**config.mk**
```make
export PLATFORM = sky130hd
export DESIGN_NAME = control_sequencer
export DESIGN_NICKNAME = d
export VERILOG_FILES = /design/src/rtl/eater_pkg.sv /design/src/rtl/microcode_rom.sv /design/src/rtl/control_sequencer.sv
export SDC_FILE = /design/constraint.sdc
export NUM_CORES = 1
export LEC_CHECK = 0
export CAP_MARGIN = 10
export CORE_MARGIN = 2
export CORE_UTILIZATION = 39
export DETAILED_ROUTE_END_ITERATION = 10
export PLACE_DENSITY = 0.82
export SLEW_MARGIN = 20
export SYNTH_ARGS = -nofsm -noshare
export SYNTH_HDL_FRONTEND = slang
export SYNTH_HIERARCHICAL = 1
export SYNTH_SLANG_ARGS = --single-unit
```
**constraint.sdc**
```tcl
create_clock -name system_clock -period 2.1 [get_ports system_clock]
set_input_delay 0.315 -clock system_clock [delete_from_list [all_inputs] [get_ports system_clock]]
set_output_delay 0.315 -clock system_clock [all_outputs]
set_load 0.005 [all_outputs]
```
**src/rtl/eater_pkg.sv**
```systemverilog
// Shared constants for the microcoded control sequencer: control-bit indices,
// ctrl_word masks and opcode encodings.
package eater_pkg;
  localparam int CW_W = 16;

  localparam int B_HLT = 15;
  localparam int B_MI  = 14;
  localparam int B_RI  = 13;
  localparam int B_RO  = 12;
  localparam int B_IO  = 11;
  localparam int B_II  = 10;
  localparam int B_AI  = 9;
  localparam int B_AO  = 8;
  localparam int B_EO  = 7;
  localparam int B_SU  = 6;
  localparam int B_BI  = 5;
  localparam int B_OI  = 4;
  localparam int B_CE  = 3;
  localparam int B_CO  = 2;
  localparam int B_J   = 1;
  localparam int B_FI  = 0;

  localparam logic [CW_W-1:0] HLT = CW_W'(1) << B_HLT;
  localparam logic [CW_W-1:0] MI  = CW_W'(1) << B_MI;
  localparam logic [CW_W-1:0] RI  = CW_W'(1) << B_RI;
  localparam logic [CW_W-1:0] RO  = CW_W'(1) << B_RO;
  localparam logic [CW_W-1:0] IO  = CW_W'(1) << B_IO;
  localparam logic [CW_W-1:0] II  = CW_W'(1) << B_II;
  localparam logic [CW_W-1:0] AI  = CW_W'(1) << B_AI;
  localparam logic [CW_W-1:0] AO  = CW_W'(1) << B_AO;
  localparam logic [CW_W-1:0] EO  = CW_W'(1) << B_EO;
  localparam logic [CW_W-1:0] SU  = CW_W'(1) << B_SU;
  localparam logic [CW_W-1:0] BI  = CW_W'(1) << B_BI;
  localparam logic [CW_W-1:0] OI  = CW_W'(1) << B_OI;
  localparam logic [CW_W-1:0] CE  = CW_W'(1) << B_CE;
  localparam logic [CW_W-1:0] CO  = CW_W'(1) << B_CO;
  localparam logic [CW_W-1:0] J   = CW_W'(1) << B_J;
  localparam logic [CW_W-1:0] FI  = CW_W'(1) << B_FI;

  typedef enum logic [3:0] {
    OP_NOP = 4'h0, OP_LDA = 4'h1, OP_ADD = 4'h2, OP_SUB = 4'h3,
    OP_STA = 4'h4, OP_LDI = 4'h5, OP_JMP = 4'h6, OP_JC  = 4'h7,
    OP_JZ  = 4'h8, OP_OUT = 4'hE, OP_HLT = 4'hF
  } opcode_e;
endpackage

```
**src/rtl/microcode_rom.sv**
```systemverilog
// Purely combinational microcode decoder: {opcode, step, CF, ZF} -> ctrl_word.
// T0/T1 are the common fetch; undefined opcodes and unlisted steps decode to 0.
module microcode_rom
  import eater_pkg::*;
(
  input  logic [3:0]      opcode,
  input  logic [2:0]      step,
  input  logic            cf,
  input  logic            zf,
  output logic [CW_W-1:0] ctrl_word
);
  always_comb begin
    ctrl_word = '0;
    if (step == 3'd0) begin
      ctrl_word = CO | MI;
    end else if (step == 3'd1) begin
      ctrl_word = RO | II | CE;
    end else begin
      case (opcode)
        OP_LDA: case (step)
          3'd2: ctrl_word = IO | MI;
          3'd3: ctrl_word = RO | AI;
          default: ;
        endcase
        OP_ADD: case (step)
          3'd2: ctrl_word = IO | MI;
          3'd3: ctrl_word = RO | BI;
          3'd4: ctrl_word = EO | AI | FI;
          default: ;
        endcase
        OP_SUB: case (step)
          3'd2: ctrl_word = IO | MI;
          3'd3: ctrl_word = RO | BI;
          3'd4: ctrl_word = EO | AI | SU | FI;
          default: ;
        endcase
        OP_STA: case (step)
          3'd2: ctrl_word = IO | MI;
          3'd3: ctrl_word = AO | RI;
          default: ;
        endcase
        OP_LDI: if (step == 3'd2) ctrl_word = IO | AI;
        OP_JMP: if (step == 3'd2) ctrl_word = IO | J;
        // Conditional jumps see only the latched flags, never the live ALU outputs.
        OP_JC:  if (step == 3'd2 && cf) ctrl_word = IO | J;
        OP_JZ:  if (step == 3'd2 && zf) ctrl_word = IO | J;
        OP_OUT: if (step == 3'd2) ctrl_word = AO | OI;
        OP_HLT: if (step == 3'd2) ctrl_word = HLT;
        default: ;
      endcase
    end
  end
endmodule

```
**src/rtl/control_sequencer.sv**
```systemverilog
// Microstep counter (falling edge) and {CF,ZF} flag register (rising edge)
// around the microcode decoder. Define EARLY_STEP_RESET_EN to skip idle trailing steps.
module control_sequencer
  import eater_pkg::*;
#(
  parameter int MAX_STEP = 4
) (
  input  logic            system_clock,
  input  logic            clr,
  input  logic [3:0]      opcode,
  input  logic            carry_in,
  input  logic            zero_in,
  output logic [2:0]      step,
  output logic [CW_W-1:0] ctrl_word,
  output logic [1:0]      flags
);
  logic [2:0] step_q, step_d;
  logic [1:0] flags_q, flags_d;

  microcode_rom u_rom (
    .opcode    (opcode),
    .step      (step_q),
    .cf        (flags_q[1]),
    .zf        (flags_q[0]),
    .ctrl_word (ctrl_word)
  );

  always_comb begin
    step_d = (step_q == 3'(MAX_STEP)) ? 3'd0 : step_q + 3'd1;
`ifdef EARLY_STEP_RESET_EN
    if (step_q >= 3'd2 && ctrl_word == '0) step_d = 3'd0;
`endif
    flags_d = {carry_in, zero_in};
  end

  // Stepping on the falling edge leaves a full low phase for ctrl_word to settle.
  always_ff @(negedge system_clock or posedge clr) begin
    if (clr) step_q <= 3'd0;
    else     step_q <= step_d;
  end

  always_ff @(posedge system_clock or posedge clr) begin
    if (clr)                flags_q <= 2'b00;
    else if (ctrl_word[B_FI]) flags_q <= flags_d;
  end

  assign step  = step_q;
  assign flags = flags_q;
endmodule

```
==> results of run 1 <==
-- cell families after synthesis --
| logic type | after synthesis |
|---|---|
| DFF | 5 |
| AOI/OAI and AO/OA | 11 |
| muxes | 3 |
| buffers and inverters | 12 |
| xor gates and xnor gates | 1 |
| adders and majority gates | 2 |
| and+or+nand+nor | 26 |
-- through the flow --
step	TNS, ns	setup WS, ns	hold slack (ns)
after floorplan	-5.172	-0.3987	0.09347
after global placement	-13.52	-0.7966	0.5174
after detailed placement	-14.40	-0.8419	0.5252
after CTS	-13.20	-0.7719	0.2674
-- timing repair --
action | in CTS
endpoints found under the setup margin | 21
cloned | 0
pin swaps | 14
setup buffers | 16
resized for setup | 101
endpoints found under the hold margin | 0
-- synth_stat cells, types with 2 or more instances --
master    n
buf_4     3
nor2_1    5
buf_2     4
nand2_1   2
mux2_2    3
o21ai_0   2
or3_1     2
dfrtp_1   2
o21bai_1  2
nand2b_1  3
and3b_1   2
a21oi_1   4
ha_1      2
dfrtn_1   3
inv_1     5
==> reports/qor.yml, run 1 <==
die_h_um: 40
numCtsBuffers: 3
synth.area.top_cells: "dfrtn_1, dfrtp_1, mux2_2"
yosys_warnings: 6
htreeDepth: 1
lastStage: "global routing (5_1_grt)"
ioPinCount: 29
synth_edf_count: 0
grt_max_degree: 12
synth.largest_area_cell: "dfrtn_1"
num_rows: 12
synth-xor-area-share_pct: 1.733
placement.cell_area_um2: 930.9
status: "aborted with a tool error"
synthAdderAreaFrac_pct: 4.950
clk_path_buf_depth: 2
clock-root-buffer: "clkbuf_4"
synth_top_flop_cell: "dfrtn_1"
synth_compound_area_share_pct: 13.61
async_flop_share_pct: 100.0
synth_seq_area_share_pct: 24.75
synth.distinct_cells: 31
ys_ff_latch: 5
yosys.area_share.simple_pct: 36.14
worstEndpointType: "output port"
place.detailed.instances: 113
stop_error: "[ERROR DPL-0038] Utilization greater than 100%, impossible to legalize"
hold_buffers: 0
clock-sinks: 5
die_w_um: 40
gp_congestion: 0.7258
synth_top_family_by_area: "simple AND/OR/NAND/NOR gates"
yosysTopAreaCellShare_pct: 14.85
synth_mux_area_share_pct: 6.683
syn_nets: 70
postGrtWorstEndpoint: "ctrl_word[15]"
start_util_pct: 43.72
portBuffers: 28
dp_hpwl_mm: 1.240
synthesis.area_um2: 505.5
syn_inst: 60
synth_area_per_cell_um2: 8.425
==> run 2, diff against run 1 <==
Settings changed: CORE_AREA set to 2 2 63 65, CORE_MARGIN 2 to unset, CORE_UTILIZATION 39 to unset, DIE_AREA set to 0 0 65 67, PLACE_DENSITY 0.82 to unset, PLACE_DENSITY_LB_ADDON set to 0.15.
==> reports/qor.yml, run 2 <==
dp_hpwl_mm: 1.233
crit_start: "step[2]"
die-area_um2: 4355
vias: 619
cts_tree: "done"
maxSlewHeadroom_pct: 69.16
worst_ep_required_time_ns: 1.78
async_flop_share_pct: 100.0
finalHoldViolCount: 0
r2r-start: "step[0]"
power_frac_seq_pct: 29.1
status: "complete, but fails checks"
postLayoutCoreUtil_pct: 32.72
largest_reg_flops: 3
drv_slew: 0
clock-sinks: 5
synth_top_flop_cell: "dfrtn_1"
wl_per_cell_um: 10.29
clk_pin_slew_ns: 0.03
drt-total-wl_mm: 1.678
post-place-ws_ns: -0.7996
die_w_um: 65
synth_edf_count: 0
p_leak_nw: 0.5723
yosysTopAreaCellShare_pct: 14.85
total_power_uw: 368.1
drt_iter0_drc: 7
synth.largest_area_cell: "dfrtn_1"
grt_max_degree: 11
num_rows: 22
place.detailed.instances: 145
drtPass1Iterations: 3
worstMarginPinSlew_ns: 0.4578
numCtsBuffers: 3
antenna_cells: 0
timing.rr.end: "flags[1]"
path_depth: 5
post_drt_via_cell_ratio: 3.798
ys_ff_latch: 5
antenna_found_initial: 0
p_per_area_nw_per_um2: 312.0
ys_top_cells_by_count: "inv_1, nor2_1, a21oi_1, buf_2"
switching_share_pct: 21.93
gp_congestion: 0.7549
p_comb_share_pct: 24.2
crit_arrival_ns: 2.46
slowest_stage: "dfrtn_1"
htreeDepth: 1
synth.area.top_cells: "dfrtn_1, dfrtp_1, mux2_2"
core_um2: 3606
rrSetupSlack_ns: -0.52
rsz0062_at_grt: "true"
drc_errors: 0
cp_top_family: "simple AND/OR/NAND/NOR gates"
hold_class: "input pin to asynchronous set/reset pin"
fin_tns_setup_ns: -11.93
grt_pass1_wl_mm: 2.787
final_cell_mix: "buf_6, buf_4, buf_2"
syn2layout_area_growth_pct: 133.4
skew_ns: 0.02508
yosys_warnings: 6
drv_cap: 0
overflow: 0
layout-drive-gt1-share_pct: 60.00
clock-root-buffer: "clkbuf_8"
synth_area_per_cell_um2: 8.425
final_common_cell: "buf_6"
portBuffers: 28
syn_nets: 70
worst_setup_path_end_kind: "output pin"
cp-start-kind: "flop"
stdcell_count: 163
start_util_pct: 14.02
grt.total_usage_pct: 8.021
clk_path_buf_depth: 2
ioPinCount: 29
setup_viol_count_final: 21
crit_chain: "buf_6 > nand2b_4 > or3_4 > nor2_1 > buf_2"
synth.distinct_cells: 31
synthesis.area_um2: 505.5
setup_slack_ns: -0.6795
nets: 126
clkPwrFrac_pct: 46.7
vdd_ir_drop_max_uv: 241.4
clkLatencyLatePin_ns: 0.24
cp_num_buf_inv: 2
grt_pass1_vias: 664
slowest_delay_ns: 0.38
worstSetupPathType: "flop to output pin"
die_h_um: 67
power_switching_uw: 80.73
violations: "setup timing"
synth_seq_area_share_pct: 24.75
crit_fanout: 3
cp-endpoint: "ctrl_word[15]"
syn_inst: 60
r2r_cells: 6
p_int_uw: 287.4
drtAntennaViolNets: 0
==> run 2: power by group through the flow <==
stage                     combinational (mW)  clock [mW]  sequential [mW]
after floorplan                       0.0365           0            0.108
after global placement                0.0804           0            0.109
after detailed placement              0.0799           0            0.108
after CTS                             0.0874       0.177            0.108
after global routing                  0.0977       0.184            0.108
final                                 0.0890       0.172            0.107
==> run 2: worst min-delay path by stage <==
stage | start | to | slack, ns
6_report | clr | flags[0] | 0.30
2_1_floorplan | clr | flags[0] | 0.09
5_1_grt | clr | flags[0] | 0.32
3_3_place_gp | clr | flags[0] | 0.54
4_1_cts | clr | flags[0] | 0.31
3_5_place_dp | clr | flags[0] | 0.54
==> run 2: area by class of cell <==
| class | count | area, um^2 |
|---|---|---|
| Clock buffer | 4 | 45.04 |
| Fill cell | 397 | 2426 |
| Inverter | 5 | 18.77 |
| Multi-Input combinational cell | 43 | 420.4 |
| Sequential cell | 5 | 125.1 |
| Tap cell | 48 | 60.06 |
| Timing Repair Buffer | 58 | 510.5 |
==> run 2: kinds of logic (layout without fill, tap and decap cells) <==
| group | Yosys count | after routing | share of synthesized area, % |
|---|---|---|---|
| muxes | 3 | 3 | 6.683 |
| xor gates and xnor gates | 1 | 1 | 1.733 |
| DFF | 5 | 5 | 24.75 |
| buffers and inverters | 12 | 67 | 12.13 |
| AOI/OAI and AO/OA | 11 | 11 | 13.61 |
| adders and majority gates | 2 | 2 | 4.950 |
| and+or+nand+nor | 26 | 26 | 36.14 |
==> run 2: worst reg2reg max path, stage by stage, from the launching register on <==
cell and delay, ns:
dfrtn_1 0.36, buf_6 0.14, nor4_4 0.28, buf_4 0.17
buf_6 0.10, buf_6 0.09, mux2_4 0.28
==> run 2: metrics by stage <==
stage               cell area (um^2)  hold slack (ns)
floorplan                      546.8          0.09347
global placement               958.4           0.5372
detailed placement             958.4           0.5355
CTS                             1154           0.3084
global route                    1180           0.3166
finish                          1180           0.2961
==> run 2: layer usage <==
layer  global-route usage [%]  up-vias  wire length (um)
met3                    2.196        0                82
met2                    15.85       14               886
met4                    1.596        0                 0
met5                        0        -                 0
li1                         -      316                 -
met1                    8.392      289               709
==> run 2: what timing repair did <==
item                       CTS  global route
resized for setup          103             7
setup endpoints to repair   21            21
pin swaps                    8             6
setup buffers               15             5
hold buffers                 0             0
Power figures use the tool's default switching activity.
